===== src/rtl/router_fifo_if.sv =====
// rtl/router_fifo_if.sv - write/read handshake bundle between the router FSM stage and one output FIFO
interface router_fifo_if #(
    parameter int WIDTH = 8
);
    logic             write_enb;
    logic             read_enb;
    logic             soft_reset;
    logic [WIDTH-1:0] data_in;
    logic             lfd_state;
    logic [WIDTH-1:0] data_out;
    logic             empty;
    logic             full;

    modport master (
        output write_enb, read_enb, soft_reset, data_in, lfd_state,
        input  data_out, empty, full
    );

    modport slave (
        input  write_enb, read_enb, soft_reset, data_in, lfd_state,
        output data_out, empty, full
    );
endinterface


===== src/rtl/router_fifo.sv =====
// rtl/router_fifo.sv - per-channel packet FIFO with header marker and remaining-byte counter
// Optional: FIFO_TRISTATE_OUT_EN drives data_out to Z (instead of 0) on flush and after a packet drains.
module router_fifo #(
    parameter int WIDTH  = 8,
    parameter int DEPTH  = 16,
    parameter int AWIDTH = 4
) (
    input  logic          clock,
    input  logic          resetn,
    router_fifo_if.slave  bus
);
    logic [WIDTH:0]   mem [DEPTH];
    logic [AWIDTH:0]  wr_ptr;
    logic [AWIDTH:0]  rd_ptr;
    logic [5:0]       count;
    logic             drained;
    logic [WIDTH-1:0] data_q;
    logic [WIDTH:0]   rd_entry;
    logic             do_wr;
    logic             do_rd;
    logic             rd_hdr;

    assign bus.empty = (wr_ptr == rd_ptr);
    assign bus.full  = (wr_ptr[AWIDTH-1:0] == rd_ptr[AWIDTH-1:0]) &&
                       (wr_ptr[AWIDTH] != rd_ptr[AWIDTH]);

    assign do_wr    = bus.write_enb && !bus.full;
    assign do_rd    = bus.read_enb && !bus.empty;
    assign rd_entry = mem[rd_ptr[AWIDTH-1:0]];
    assign rd_hdr   = rd_entry[WIDTH];

`ifdef FIFO_TRISTATE_OUT_EN
    logic hiz;
    assign bus.data_out = hiz ? {WIDTH{1'bz}} : data_q;
`else
    assign bus.data_out = data_q;
`endif

    always_ff @(posedge clock or posedge resetn) begin
        if (resetn) begin
            for (int i = 0; i < DEPTH; i++) mem[i] <= '0;
        end else if (bus.soft_reset) begin
            for (int i = 0; i < DEPTH; i++) mem[i] <= '0;
        end else if (do_wr) begin
            mem[wr_ptr[AWIDTH-1:0]] <= {bus.lfd_state, bus.data_in};
        end
    end

    always_ff @(posedge clock or posedge resetn) begin
        if (resetn) begin
            wr_ptr  <= '0;
            rd_ptr  <= '0;
            count   <= '0;
            drained <= 1'b0;
            data_q  <= '0;
`ifdef FIFO_TRISTATE_OUT_EN
            hiz     <= 1'b0;
`endif
        end else if (bus.soft_reset) begin
            wr_ptr  <= '0;
            rd_ptr  <= '0;
            count   <= '0;
            drained <= 1'b0;
            data_q  <= '0;
`ifdef FIFO_TRISTATE_OUT_EN
            hiz     <= 1'b1;
`endif
        end else begin
            if (do_wr) wr_ptr <= wr_ptr + 1'b1;
            if (do_rd) begin
                rd_ptr <= rd_ptr + 1'b1;
                data_q <= rd_entry[WIDTH-1:0];
`ifdef FIFO_TRISTATE_OUT_EN
                hiz    <= 1'b0;
`endif
                // Header byte carries payload length in its upper six bits; +1 covers parity.
                if (rd_hdr) begin
                    count   <= rd_entry[WIDTH-1:2] + 6'd1;
                    drained <= 1'b0;
                end else begin
                    if (count != 6'd0) count <= count - 6'd1;
                    drained <= (count == 6'd1);
                end
            end else if (drained) begin
                // Last byte of the packet was shown for one cycle; now release the output.
                drained <= 1'b0;
                data_q  <= '0;
`ifdef FIFO_TRISTATE_OUT_EN
                hiz     <= 1'b1;
`endif
            end
        end
    end
endmodule


===== src/flat_wrapper.sv =====
// flat-port wrapper written by rule: the top's interface ports become plain ports
module router_fifo_flat 
#(
    parameter int WIDTH  = 8,
    parameter int DEPTH  = 16,
    parameter int AWIDTH = 4
)
  (clock, resetn, bus_write_enb, bus_read_enb, bus_soft_reset, bus_data_in, bus_lfd_state, bus_data_out, bus_empty, bus_full);
  router_fifo_if #(.WIDTH(WIDTH)) bus_i ();
  input  logic clock;
  input  logic resetn;
  input wire logic [$bits(bus_i.write_enb)-1:0] bus_write_enb;
  input wire logic [$bits(bus_i.read_enb)-1:0] bus_read_enb;
  input wire logic [$bits(bus_i.soft_reset)-1:0] bus_soft_reset;
  input wire logic [$bits(bus_i.data_in)-1:0] bus_data_in;
  input wire logic [$bits(bus_i.lfd_state)-1:0] bus_lfd_state;
  output wire logic [$bits(bus_i.data_out)-1:0] bus_data_out;
  output wire logic [$bits(bus_i.empty)-1:0] bus_empty;
  output wire logic [$bits(bus_i.full)-1:0] bus_full;
  assign bus_i.write_enb = bus_write_enb;
  assign bus_i.read_enb = bus_read_enb;
  assign bus_i.soft_reset = bus_soft_reset;
  assign bus_i.data_in = bus_data_in;
  assign bus_i.lfd_state = bus_lfd_state;
  assign bus_data_out = bus_i.data_out;
  assign bus_empty = bus_i.empty;
  assign bus_full = bus_i.full;
  router_fifo #(.WIDTH(WIDTH), .DEPTH(DEPTH), .AWIDTH(AWIDTH)) u_core (.clock(clock), .resetn(resetn), .bus(bus_i));
endmodule

===== config.mk =====
export PLATFORM = sky130hd
export DESIGN_NAME = router_fifo_flat
export DESIGN_NICKNAME = d
export VERILOG_FILES = /design/src/rtl/router_fifo_if.sv /design/src/rtl/router_fifo.sv /design/src/flat_wrapper.sv
export SDC_FILE = /design/constraint.sdc
export NUM_CORES = 1
export LEC_CHECK = 0
export CAP_MARGIN = 20
export CORE_ASPECT_RATIO = 1.2
export CORE_MARGIN = 2
export CORE_UTILIZATION = 65
export DETAILED_ROUTE_END_ITERATION = 10
export HOLD_SLACK_MARGIN = 0.06
export PLACE_DENSITY = 0.86
export SYNTH_ARGS = -nofsm -noshare
export SYNTH_HDL_FRONTEND = slang
export SYNTH_SLANG_ARGS = --single-unit

===== constraint.sdc =====
create_clock -name clock -period 15 [get_ports clock]
set_clock_uncertainty 0.15 [all_clocks]
set_input_delay 1.5 -clock clock [delete_from_list [all_inputs] [get_ports clock]]
set_output_delay 1.5 -clock clock [all_outputs]
set_load 0.01 [all_outputs]

; ---- Word-level counts from Yosys, hierarchy flattened
; Index checks and enable logic that the tools add are counted.
[totals]
ff_bits = 169
input_bits = 14
out_inout_bits = 10
wordCells = 68
[op_classes]
add_sub_neg = 4
muxes = 22
order_cmp = 3
n_bitwise = 2
n_reduce_logical = 12
n_eq_ne = 4
[ops]
columns = cell, count
row1 = $mux W144, 2
row2 = $bwmux W144, 1
row3 = $bmux W9 S4, 1
row4 = $demux W9 S4, 1
row5 = $mux W9, 3
row6 = $mux W6, 4
row7 = $mux W8, 3
row8 = $mux W5, 4
row9 = $add A5 B1 Y5 const B, 2
row10 = $ge A5 B5 Y1 const B, 2
row11 = $not A4 Y5, 2
row12 = $add A6 B1 Y6 const B, 1
row13 = $eq A6 B1 Y1 const B, 1
row14 = $reduce_bool A3 Y1, 2
row15 = $reduce_bool A6 Y1, 1
row16 = $sub A6 B1 Y6 const B, 1
row17 = $eq A5 B5 Y1, 1
row18 = $lt A5 B1 Y1 const B, 1
row19 = $eq A4 B4 Y1, 1
row20 = $logic_and A1 B1 Y1, 4
row21 = $reduce_bool A2 Y1, 2
row22 = $mux W1, 3
row23 = $logic_not A1 Y1, 2
row24 = $reduce_and A2 Y1, 1
row25 = $ne A1 B1 Y1, 1

; ---- Logic depth before layout (Yosys ltp)
[depth]
depth_word = 8
mapped_depth = 12
mapped_depth_nobuf = 9

; ---- Worst setup path after synthesis
; Ideal clock, no wire load.
[synth_path]
path_type = register to output
start = reg u_core.rd_ptr[0]
end = out bus_empty
slack_ns = 12.160
arrival_time_ns = 1.190
path_buffers = 2
required_time_ns = 13.350
path_stages_with_launch = 6
cell_sequence = dfrtp_1 buf_6 buf_6 xnor2_1 nand4_1 nor2_1
[synth_via]
elab_chain_cells = 1
[synth_rtl]
columns = element, line
row1 = from (decl), router_fifo.sv:14  ; logic [AWIDTH:0] rd_ptr;
row2 = from (signal assigned), router_fifo.sv:71  ; rd_ptr <= rd_ptr + 1'b1;
row3 = $eq A5 B5 Y1, router_fifo.sv:23  ; assign bus.empty = (wr_ptr == rd_ptr);
row4 = to (decl), flat_wrapper.sv:18  ; output wire logic [$bits(bus_i.empty)-1:0] bus_empty;
; Every way passes these cells.

; ---- Worst setup path in the final report
; Same ends and word-level chain as after synthesis.

==> impl_metrics.xml <==
<?xml version="1.0" encoding="UTF-8"?>
<metrics>
  <group name="drt">
    <metric name="route.detailed.vias_per_inst" unit="">6.57</metric>
    <metric name="drt-total-wl" unit="µm">20500</metric>
    <metric name="detailedRoute.firstPassIterationCount" unit="">6</metric>
    <metric name="drt_iter0_markers" unit="">558</metric>
    <metric name="dr_total_vias" unit="">6107</metric>
    <metric name="route.detailed.wl_per_inst" unit="µm">22.1</metric>
    <metric name="remaining_drc_errors" unit="">0</metric>
    <metric name="postRouteAntennaNets" unit="">0</metric>
  </group>
  <group name="synthesis">
    <metric name="ys_dominant_reg_cell" unit="">sky130_fd_sc_hd__dfrtp_1</metric>
    <metric name="sequential_area_share_after_synthesis" unit="">0.483</metric>
    <metric name="synth.top_cells.by_count" unit="">sky130_fd_sc_hd__mux2i_1, sky130_fd_sc_hd__nor2_1, sky130_fd_sc_hd__dfrtp_1, sky130_fd_sc_hd__clkbuf_1, sky130_fd_sc_hd__mux4_2</metric>
    <metric name="synth_seq_cells" unit="">169</metric>
    <metric name="yosysTopAreaCellShare" unit="">0.483</metric>
    <metric name="postSynthAreaPerCell" unit="µm²">11.4</metric>
    <metric name="postSynth.asyncResetShare" unit="">1.00</metric>
    <metric name="netlist_instances" unit="">767</metric>
    <metric name="post_synth_num_cell_types" unit="">51</metric>
    <metric name="post_synth_design_cell_area" unit="mm²">0.00875</metric>
    <metric name="synth_warnings" unit="">0</metric>
    <metric name="synthesized_nets" unit="">790</metric>
    <metric name="netlist_top_cells_area" unit="">sky130_fd_sc_hd__dfrtp_1, sky130_fd_sc_hd__mux2i_1, sky130_fd_sc_hd__nor2_1</metric>
    <metric name="synth-edff-count" unit="">0</metric>
    <metric name="yosys.area.top_type" unit="">sky130_fd_sc_hd__dfrtp_1</metric>
    <metric name="synthMostInstantiatedCell" unit="">sky130_fd_sc_hd__mux2i_1</metric>
  </group>
  <group name="floorplanning">
    <metric name="fp.dieArea" unit="mm²">0.0144</metric>
    <metric name="floorplan.initialDensity" unit="">0.664</metric>
    <metric name="core.rowCount" unit="">46</metric>
    <metric name="io-pin-count" unit="">24</metric>
    <metric name="die_height" unit="µm">131</metric>
    <metric name="floorplan.die.width" unit="µm">110</metric>
    <metric name="core-area" unit="mm²">0.0132</metric>
  </group>
  <group name="clock_network">
    <metric name="cts.clk_slew.worst_paths" unit="ps">60</metric>
    <metric name="postCtsSetupRepairBufs" unit="">0</metric>
    <metric name="cts_root_buffer" unit="">sky130_fd_sc_hd__clkbuf_16</metric>
    <metric name="cts_max_level" unit="">4</metric>
    <metric name="clkSinkCount" unit="">169</metric>
    <metric name="hold_buffers" unit="">0</metric>
    <metric name="clk-insertion-delay-late" unit="ps">440</metric>
    <metric name="cts_made_buffers" unit="">17</metric>
    <metric name="ctsResizeCount" unit="">0</metric>
    <metric name="cts_tree" unit="">yes</metric>
    <metric name="cts.path.max_buffers" unit="">2</metric>
  </group>
  <group name="grt">
    <metric name="grt_first_pass_wirelength" unit="µm">33000</metric>
    <metric name="pin_count_of_the_biggest_net_entering_global_routing" unit="">111</metric>
    <metric name="total_routing_usage_gr" unit="">0.307</metric>
    <metric name="antenna_found_initial" unit="">0</metric>
    <metric name="vias_in_the_first_global_route" unit="">6196</metric>
    <metric name="overflow" unit="">0</metric>
  </group>
  <group name="sta">
    <metric name="rsz0062_at_grt" unit="">false</metric>
    <metric name="layout_setup_ws" unit="ps">10600</metric>
    <metric name="post_route_clock_period_utilization" unit="">0.293</metric>
    <metric name="setup_viol" unit="">0</metric>
    <metric name="slew_headroom" unit="">0.291</metric>
    <metric name="timing.fmax" unit="GHz">0.227</metric>
    <metric name="post-route-min-period" unit="ps">4400</metric>
    <metric name="tightestPinTransition" unit="ps">1060</metric>
    <metric name="setup_total_negative_slack" unit="ps">0</metric>
    <metric name="hold_violations" unit="">0</metric>
    <metric name="timing_max_transition_violations_final" unit="">0</metric>
  </group>
  <group name="final_layout">
    <metric name="layout-drive-gt1-share" unit="">0.0933</metric>
    <metric name="final_nets" unit="">772</metric>
    <metric name="nFillCells" unit="">896</metric>
    <metric name="diodes" unit="">0</metric>
    <metric name="final_cells" unit="">929</metric>
    <metric name="area.growth.synth_to_final" unit="%">7.81</metric>
  </group>
  <group name="pwr">
    <metric name="vdd_ir_drop_max" unit="µV">75.5</metric>
    <metric name="share_comb_of_total_power" unit="">0.155</metric>
    <metric name="power.total" unit="mW">1.10</metric>
    <metric name="power_report.internal_total" unit="mW">0.817</metric>
    <metric name="power_frac_seq" unit="">0.430</metric>
    <metric name="power_frac_clock" unit="">0.415</metric>
    <metric name="power_per_cell_area" unit="mW/mm²">117</metric>
    <metric name="total_switching_power" unit="mW">0.287</metric>
    <metric name="fraction_of_power_spent_switching_nets" unit="">0.260</metric>
    <metric name="cellLeakagePower" unit="nW">5.06</metric>
  </group>
  <group name="critical_path">
    <metric name="critPathKind" unit="">reg2out</metric>
    <metric name="worst-path-max-fanout" unit="">54</metric>
    <metric name="critical_path_arrival" unit="ps">2750</metric>
    <metric name="worstSetupEndpointType" unit="">primary output</metric>
    <metric name="timing.critical_path.slowest_stage_cell" unit="">sky130_fd_sc_hd__buf_4</metric>
    <metric name="start_kind" unit="">flop</metric>
    <metric name="cp_cell_sequence" unit="">buf_4 &gt; xnor2_1 &gt; nand4_1 &gt; nor2_1 &gt; clkdlybuf4s50_1</metric>
    <metric name="worst_ep_required_time" unit="ps">13350</metric>
    <metric name="rrSetupSlack" unit="ps">11290</metric>
    <metric name="timing.critical_path.slowest_cell_delay" unit="ps">750</metric>
  </group>
  <group name="placement">
    <metric name="port_buffers" unit="">23</metric>
    <metric name="dp_hpwl" unit="µm">13000</metric>
    <metric name="place_congestion" unit="">0.873</metric>
    <metric name="placement.setup.worst_slack" unit="ps">10980</metric>
    <metric name="place.detailed.instances" unit="">898</metric>
  </group>
  <group name="run_status">
    <metric name="outcome" unit="">complete, no violations</metric>
  </group>
  <group name="min_path">
    <metric name="min_path_type" unit="">reg2reg</metric>
  </group>
  <group name="flow_run">
    <metric name="cap_viol_max_count" unit="">0</metric>
  </group>
</metrics>
-- worst paths after layout --
path	endpoint	from	depth (start not counted)
setup reg to reg	u_core.mem[110]	u_core.rd_ptr[0]	7
setup / recovery	bus_empty	u_core.rd_ptr[0]	5
max in group asynchronous	u_core.rd_ptr[0]	resetn	3
hold / removal	u_core.mem[123]	u_core.mem[123]	2
hold reg to reg	u_core.mem[123]	u_core.mem[123]	2
min in group asynchronous	u_core.mem[39]	resetn	2
-- final cells by class --
class,instances,area [µm²],area share
Timing Repair Buffer,27,258,0.0273
Inverter,8,35.0,0.00371
Clock buffer,22,464,0.0492
Tap cell,168,210,0.0223
Sequential cell,169,4230,0.448
Clock inverter,9,148,0.0156
Multi-Input combinational cell,526,4090,0.433
-- sequential cells by signal, indices dropped and copies added, names as in the netlist --
| signal | cells |
|---|---|
| u_core.mem | 144 |
| u_core.bus.data_out | 8 |
| u_core.count | 6 |
| u_core.rd_ptr | 5 |
| u_core.wr_ptr | 5 |
| u_core.drained | 1 |
-- stage by stage --
step,utilization,hold WS [ps],instance area [µm²]
after floorplan,-,331,8750
after global placement,0.669,347,8820
after detailed placement,0.669,360,8820
after CTS,0.716,374,9440
after global routing,0.716,393,9440
final,0.716,367,9440
-- power groups by stage --
stage	Combinational [mW]	Sequential [mW]	Clock, mW
floorplan	0.143	0.481	0
global placement	0.165	0.481	0
detailed placement	0.168	0.482	0
CTS	0.170	0.474	0.460
global route	0.187	0.475	0.481
finish	0.171	0.474	0.459
-- metal layers --
metal,vias to the layer above,global-route usage,share of wire
li1,2656,-,-
met2,294,0.500,0.50
met5,-,0,0
met3,74,0.0689,0.067
met4,0,0.141,0.047
met1,3083,0.385,0.39
-- worst max-delay path: cells and delay by family, from the launching register on --
kind	cells	cell delay (ps)
DFF	1	350
and+or+nand+nor	2	450
buffers and inverters	2	1300
xor gates and xnor gates	1	200
-- cells in the final DEF (no fill, tap or decap), drive strengths merged, types with 10 or more instances in the layout --
cell type / Yosys / routed
a221oi: 12 / 12
o21ai: 10 / 10
clkbuf: 30 / 22
dfrtp: 169 / 169
mux4: 24 / 24
a21oi: 14 / 14
nand3: 17 / 17
nor2: 170 / 170
mux2i: 172 / 172
clkdlybuf4s50: 0 / 22
nand2: 18 / 18
-- logic make-up after synthesis --
| group | synth area share |
|---|---|
| xor gates and xnor gates | 0.0160 |
| muxes | 0.260 |
| AOI/OAI and AO/OA | 0.0616 |
| and+or+nand+nor | 0.117 |
| buffers and inverters | 0.0495 |
| DFF | 0.483 |
| adders and majority gates | 0.0129 |
Note: power is estimated with default switching activity, not from simulation.
